--- src/rtl/csi_defuzzer.sv ---
// ---------------------------------------------------------------------------
// csi_defuzzer
// Receive-side inverse of the TX CSI fuzzer. It removes a known two-tap
// complex multipath (taps at delay 2 and delay 3) from the RX IQ stream with
// a recursive IIR:
//    y[n] = sat(x[n] - T1(y[n-2]) - T2(y[n-3]))
// Tap gains and rot90 flags are latched into shadow registers on pkt_start.
// The filter is valid-gated, has one cycle of latency, saturates its output
// and counts saturated samples.
//
// Ports
//   clk                  sole clock, rising edge
//   rstn                 asynchronous active-low reset
//   iq                   input sample, I in [D-1:0], Q in [2D-1:D]
//   iq_valid             input sample strobe
//   enable               1 = inverse filter, 0 = bypass (iq_out = iq)
//   pkt_start            one-cycle pulse: latch gains, clear history
//   bb_gain1/_rot90_flag tap-1 (delay 2) gain g/2^W, optional multiply by +j
//   bb_gain2/_rot90_flag tap-2 (delay 3) gain g/2^W, optional multiply by +j
//   iq_out               output sample, packed like iq
//   iq_out_valid         one-cycle strobe per input valid
//   sat_count            saturated outputs since pkt_start, sticks at 0xFFFF
// ---------------------------------------------------------------------------
module csi_defuzzer #(
   parameter int CSI_FUZZER_WIDTH = 6,
   parameter int IQ_DATA_WIDTH    = 16
) (
   input  logic                                clk,
   input  logic                                rstn,
   input  logic [2*IQ_DATA_WIDTH-1:0]          iq,
   input  logic                                iq_valid,
   input  logic                                enable,
   input  logic                                pkt_start,
   input  logic signed [CSI_FUZZER_WIDTH-1:0]  bb_gain1,
   input  logic                                bb_gain1_rot90_flag,
   input  logic signed [CSI_FUZZER_WIDTH-1:0]  bb_gain2,
   input  logic                                bb_gain2_rot90_flag,
   output logic [2*IQ_DATA_WIDTH-1:0]          iq_out,
   output logic                                iq_out_valid,
   output logic [15:0]                         sat_count
);

   localparam int W = CSI_FUZZER_WIDTH;
   localparam int D = IQ_DATA_WIDTH;

   typedef struct packed {
      logic signed [D-1:0] q;
      logic signed [D-1:0] i;
   } cplx_t;

   // (v * g) >>> W, floor rounding. The full product fits in W+D bits for
   // every legal operand, including v = +2^(D-1) from an exact negation.
   function automatic logic signed [D-1:0] mul_shift(input logic signed [D:0]   v,
                                                     input logic signed [W-1:0] g);
      logic signed [W+D-1:0] prod;
      prod = $signed({{(W-1){v[D]}}, v}) * $signed({{D{g[W-1]}}, g});
      return D'(prod >>> W);
   endfunction

   function automatic cplx_t tap(input cplx_t v, input logic signed [W-1:0] g, input logic rot);
      cplx_t        t;
      logic [D:0]   neg_q;
      // Negate at D+1 bits so that -(-2^(D-1)) does not wrap.
      neg_q = -{v.q[D-1], v.q};
      if (rot) begin
         t.i = mul_shift(neg_q, g);
         t.q = mul_shift({v.i[D-1], v.i}, g);
      end else begin
         t.i = mul_shift({v.i[D-1], v.i}, g);
         t.q = mul_shift({v.q[D-1], v.q}, g);
      end
      return t;
   endfunction

   // Returns {clipped, saturated value}.
   function automatic logic [D:0] saturate(input logic [D+1:0] s);
      logic clip;
      clip = !((s[D+1:D-1] == '0) || (s[D+1:D-1] == '1));
      if (!clip)      return {1'b0, s[D-1:0]};
      else if (s[D+1]) return {1'b1, 1'b1, {(D-1){1'b0}}};
      else             return {1'b1, 1'b0, {(D-1){1'b1}}};
   endfunction

   // Shadow gains and filter history.
   logic signed [W-1:0] g1, g2;
   logic                r1, r2;
   cplx_t               y1, y2;    // y[n-1], y[n-2] relative to the sample arriving now
   cplx_t               p1, p2;    // pre-computed T1(y[n-2]), T2(y[n-3])

   cplx_t      x, y, t1, t2;
   logic [D+1:0] sum_i, sum_q;
   logic [D:0]   sat_i, sat_q;
   logic         clip;

   // NOTE: every signal written here gets a default first, so no path can
   // leave one unassigned and infer a latch.
   always_comb begin
      x     = cplx_t'(iq);
      t1    = tap(y1, g1, r1);
      t2    = tap(y2, g2, r2);
      sum_i = {{2{x.i[D-1]}}, x.i} - {{2{p1.i[D-1]}}, p1.i} - {{2{p2.i[D-1]}}, p2.i};
      sum_q = {{2{x.q[D-1]}}, x.q} - {{2{p1.q[D-1]}}, p1.q} - {{2{p2.q[D-1]}}, p2.q};
      sat_i = saturate(sum_i);
      sat_q = saturate(sum_q);
      y     = x;
      clip  = 1'b0;
      if (enable) begin
         y.i  = sat_i[D-1:0];
         y.q  = sat_q[D-1:0];
         clip = sat_i[D] | sat_q[D];
      end
   end

   // NOTE: state is updated with non-blocking assignments so every register
   // samples the pre-edge values of the others.
   always_ff @(posedge clk or negedge rstn) begin
      if (!rstn) begin
         g1           <= '0;
         g2           <= '0;
         r1           <= 1'b0;
         r2           <= 1'b0;
         y1           <= '0;
         y2           <= '0;
         p1           <= '0;
         p2           <= '0;
         iq_out       <= '0;
         iq_out_valid <= 1'b0;
         sat_count    <= '0;
      end else begin
         iq_out_valid <= iq_valid;
         if (pkt_start) begin
            g1        <= bb_gain1;
            g2        <= bb_gain2;
            r1        <= bb_gain1_rot90_flag;
            r2        <= bb_gain2_rot90_flag;
            sat_count <= '0;
            // A coincident sample sees zero history, so it passes as y = x and
            // both tap terms computed from that history are zero.
            y1        <= iq_valid ? x : '0;
            y2        <= '0;
            p1        <= '0;
            p2        <= '0;
            if (iq_valid) iq_out <= x;
         end else if (iq_valid) begin
            y1     <= y;
            y2     <= y1;
            p1     <= t1;
            p2     <= t2;
            iq_out <= y;
            if (clip && sat_count != 16'hFFFF) sat_count <= sat_count + 16'd1;
         end
      end
   end

endmodule

--- config.mk ---
export PLATFORM = sky130hd
export DESIGN_NAME = csi_defuzzer
export DESIGN_NICKNAME = d
export VERILOG_FILES = /design/src/rtl/csi_defuzzer.sv
export SDC_FILE = /design/constraint.sdc
export NUM_CORES = 2
export LEC_CHECK = 0
export ABC_AREA = 1
export CORE_ASPECT_RATIO = 1.4
export CORE_MARGIN = 1
export CORE_UTILIZATION = 40
export DETAILED_ROUTE_END_ITERATION = 10
export SYNTH_ARGS = -nofsm -noshare
export SYNTH_HDL_FRONTEND = slang
export SYNTH_SLANG_ARGS = --single-unit
--- constraint.sdc ---
create_clock -name clk -period 8.88 [get_ports clk]
set_input_delay 1.776 -clock clk [delete_from_list [all_inputs] [get_ports clk]]
set_output_delay 1.776 -clock clk [all_outputs]
set_load 0.05 [all_outputs]
Word-level counts from Yosys, hierarchy flattened
Index checks and enable logic that the tools add are counted.
{ "word_totals": {"register_bits": 191, "inputBits": 51, "output_inout_bits": 49, "wordCells": 62} }
{ "classes": {"addsub": 7, "n_mul": 6, "n_eq_ne": 3, "mux": 22, "bitwise": 1, "n_reduce_logical": 8} }
{ "ops": {"columns": ["cell", "count"], "rows": [
  ["2-to-1 mux 32 bit", 14],
  ["multiplier 16 x 6 -> 22 bit", 4],
  ["2-to-1 mux 16 bit", 5],
  ["multiplier 17 x 6 -> 22 bit", 2],
  ["subtractor 17 x 16 -> 18 bit", 2],
  ["2-to-1 mux 17 bit", 2],
  ["negator 17 bit", 2],
  ["subtractor 16 x 16 -> 17 bit", 2],
  ["adder 16 x 1 -> 16 bit, second input constant", 1],
  ["inequality test 16 bit, second input constant", 1],
  ["== test 3 bit, second input constant", 2],
  ["zero test 3 bit", 2],
  ["nonzero test 2 bit", 2],
  ["logical OR 1 bit", 2],
  ["AND reduction 2 bit", 1],
  ["logical AND 1 bit", 1],
  ["2-to-1 mux 1 bit", 1],
  ["bitwise OR 1 bit", 1]
]} }

Depth between registers and ports, before layout
{ "depth": {"word_depth": 11, "depth_mapped": 33, "ltp_nobuf": 32} }

Worst setup path before layout
No wires, ideal clock.
{ "synth_timing": {"kind": "register to register", "startpoint": "register y1[16] in the netlist's numbering", "endpoint": "register p1[15] in the netlist's numbering", "setup_time_ps": 117, "arrival_time_ps": 4804, "t_required_ps": 8763, "setup_slack_ps": 3959, "stages_incl_launch_ff": 31, "path_buffers": 1, "period_less_slack_ps": 4921, "cell_sequence": "dfrtp_1 > buf_2 > inv_1 > ha_1 > nand4_1 > inv_1 > nand2_1 > nor4_1 > nand2_1 > nor2_1 > inv_1 > o21ai_0 > nand2_1 > inv_1 > nand2_1 > fa_1 > inv_1 > fa_1 > fa_1 > ha_1 > ha_1 > a21oi_1 > o21ai_0 > a21oi_1 > o21ai_0 > a21oi_1 > inv_1 > nand2_1 > nand3_1 > nand2_1 > nand2_1"} }
{ "synth_between": {"elab_chain_cells": 5} }
{ "synth_rtl": {"columns": ["element", "line", "text"], "rows": [
  ["start, declared", "87", "cplx_t y1, y2;"],
  ["start signal, assigned", "139", "y1 <= iq_valid ? x : '0;"],
  ["start signal, assigned", "145", "y1 <= y;"],
  ["negator 17 bit", "64", "neg_q = -{v.q[D-1], v.q};"],
  ["multiplier 17 x 6 -> 22 bit", "56", "prod = $signed({{(W-1){v[D]}}, v}) * $signed({{D{g[W-1]}}, g});"],
  ["2-to-1 mux 32 bit", "65", "if (rot) begin"],
  ["2-to-1 mux 32 bit", "144", "end else if (iq_valid) begin"],
  ["2-to-1 mux 32 bit", "131", "if (pkt_start) begin"],
  ["end signal, assigned", "147", "p1 <= t1;"],
  ["end, declared", "88", "cplx_t p1, p2;"]
]} }
No other way between the ends. The select of a mux whose other input is x is not followed.
A chain may end at the register's enable or synchronous reset.

Worst setup path in the final report
Ends and elaborated chain as after synthesis.

==> reports/metrics.yaml <==
hp-start: "p1[23]"
grt_pass1_vias: 28728
syn_area_sq_um: 31300
grt_pass1_wl_mm: 162
ys_seq_area_share_pct: 15.3
critPathRequiredTime_ns: 9.29
fp.dieArea_sq_um: 79300
synth_cells: 4222
finalHoldViolCount: 0
tns_ns: 0
dp_hpwl_mm: 83.7
worst_pin_slew_ns: 1.06
cts_buffers: 17
yosysUniqueCellTypes: 51
port_buffers: 99
drtAntennaViolNets: 0
synth-seq-cells: 191
r2r_cells: 29
synth_edf_count: 0
synth-async-reset-ratio_pct: 100
fin_skew_ns: 0.0177
drive_gt1_share_pct: 3.64
worst-path-max-fanout: 8
cts_resized: 0
vias: 27441
area_growth_pct: 7.95
synth_top_family_by_area: "adder cells"
synth_compound_area_share_pct: 7.30
mostFrequentLayoutCell: "nand2_1"
initialDrtViolationCount: 1700
cts_root_buf: "clkbuf_16"
period_needed_ns: 6.06
worst_hold_slack_ns: 0.488
initial_utilization_pct: 40.7
clkTransAtPathRegs_ns: 0.09
cts.path.max_buffers: 2
cts.sinks: 191
syn_nets: 4956
gp_congestion: 0.965
fmax_mhz: 165
clock_latency_ns: 0.51
io_pins: 100
wl_met3_mm: 4.10
slowest_stage: "fa_1"
cts_hold_buffers: 0
drc: 0
synthXorXnorAreaFrac_pct: 3.14
wl_met1_mm: 40.1
synthSimpleGateAreaFrac_pct: 25.8
setup.worst_path.class: "flop to flop"
regToRegStartpoint: "y1[16]"
finalCritPeriodShare_pct: 68.3
cp-end-kind: "flop"
avgSynthCellArea_sq_um: 7.40
rsz0062_at_grt: "false"
holdPathEnd: "p1[23]"
crit_path_start_kind: "flop"
synth_ff_type: "dfrtp_1"
ys_warn_count: 0
rr_endpoint: "p1[15]"
synth_fa_ha_area_share_pct: 37.6
setup_viol: 0
num_rows: 120
grt_max_degree: 91
cp.arrival_ns: 6.47
cts-htree-levels: 4
antenna_cells: 0
r2r_slack_ns: 2.82
die_w_um: 238
dr.pass1.iters: 7
final_cell_mix: "nand2_1, inv_1, fa_1"
cts_tree: "yes"
hold_class: "flop to flop"
yosys-mux-area-fraction_pct: 0
wl_mm: 103
maxSlewHeadroom_pct: 28.5
grt-ovfl-total: 0
cts_setup_buffers: 0
antenna_found_initial: 1
critPathMaxStageDelay_ns: 0.56
nNetsFinal: 4950
met2_length_mm: 51.9
hold_depth: 2
die_h_um: 333
cap_violations: 0
drv_slew: 0
crit_top_cell: "nand2_1"
viasPerCell: 5.21
outcome: "finished clean"
top_layer: "met5"
gr-usage-all-layers_pct: 27.0
fillers: 8065
drt-wirelength-per-cell_um: 19.6
core_sq_um: 76900
## stage by stage
step                      utilization, %  std cells  setup slack (ns)  cell area [sq um]
final                               43.9       5266              2.82              33700
after CTS                           43.9       5266              2.85              33700
after detailed placement            43.1       5234              2.90              33100
after global placement              43.1       5234              2.88              33100
after floorplan                        -       4222              3.96              31300
after global routing                43.9       5266              2.31              33700
## critical path: cells and delay by family, from the launching register on
kind,cells,cell delay [ns]
flops,1,0.49
simple gates,11,1.30
compound gates,6,1.02
fa+ha+maj,6,2.44
buf+inv,6,0.74
## area by class of cell
class | count | area (sq um) | share of cell area (%)
clock buffer | 19 | 453 | 1.34
clock inverter | 13 | 148 | 0.438
inverter | 740 | 2780 | 8.23
multi-input combinational | 3139 | 23100 | 68.4
sequential | 191 | 4780 | 14.2
tap | 1037 | 1300 | 3.85
timing repair buffer | 127 | 1200 | 3.55
## sequential cells by signal (all words and copies together), names as in the netlist
register,cells
p1,32
sat_count,16
y1,32
iq_out,32
r2,1
r1,1
y2,32
iq_out_valid,1
g2,6
g1,6
p2,32
## Yosys cell counts (all sizes together) (2+ instances only)
| library cell | instances | share of area (%) |
|---|---|---|
| nor2 | 376 | 4.6 |
| nand4 | 42 | 0.84 |
| a22o | 3 | 0.084 |
| nand3 | 309 | 5.0 |
| xor2 | 57 | 1.6 |
| o21bai | 11 | 0.26 |
| a21oi | 187 | 3.1 |
| a31o | 2 | 0.056 |
| or2 | 5 | 0.10 |
| a21o | 14 | 0.34 |
| nor3 | 28 | 0.60 |
| clkinv | 6 | 0.072 |
| o211ai | 3 | 0.072 |
| o22ai | 35 | 0.70 |
| o21ai | 151 | 2.5 |
| buf | 33 | 0.59 |
| dfrtp | 191 | 15 |
| xnor2 | 55 | 1.5 |
| and2 | 2 | 0.048 |
| nand3b | 9 | 0.23 |
| nor4 | 11 | 0.22 |
| clkbuf | 119 | 1.4 |
| a211oi | 3 | 0.072 |
| fa | 426 | 27 |
| nand2 | 1143 | 14 |
| a31oi | 4 | 0.080 |
| ha | 257 | 10 |
| inv | 734 | 8.8 |
## worst max-delay path by stage
stage | startpoint | endpoint | slack, ns | cells after the start
floorplan | y1[16] | p1[15] | 3.96 | 30
global placement | y1[17] | p1[15] | 2.88 | 29
detailed placement | y1[17] | p1[15] | 2.90 | 29
CTS | y1[17] | p1[15] | 2.85 | 29
global route | y1[16] | p1[15] | 2.31 | 29
finish | y1[16] | p1[15] | 2.82 | 29
## routing by layer
metal,GRT usage [%],vias up
met4,16.3,2
met5,0,-
met1,31.3,13477
li1,-,13043
met3,2.86,202
met2,47.6,717
## kinds of logic after synthesis
group,count (synthesis)
xor gates and xnor gates,112
buffers and inverters,892
AOI/OAI and AO/OA,417
and+or+nand+nor,1927
adders and majority gates,683
DFF,191
Power is not shown: default switching activity piles up to over one toggle a cycle in this logic, so the estimate is an artifact.
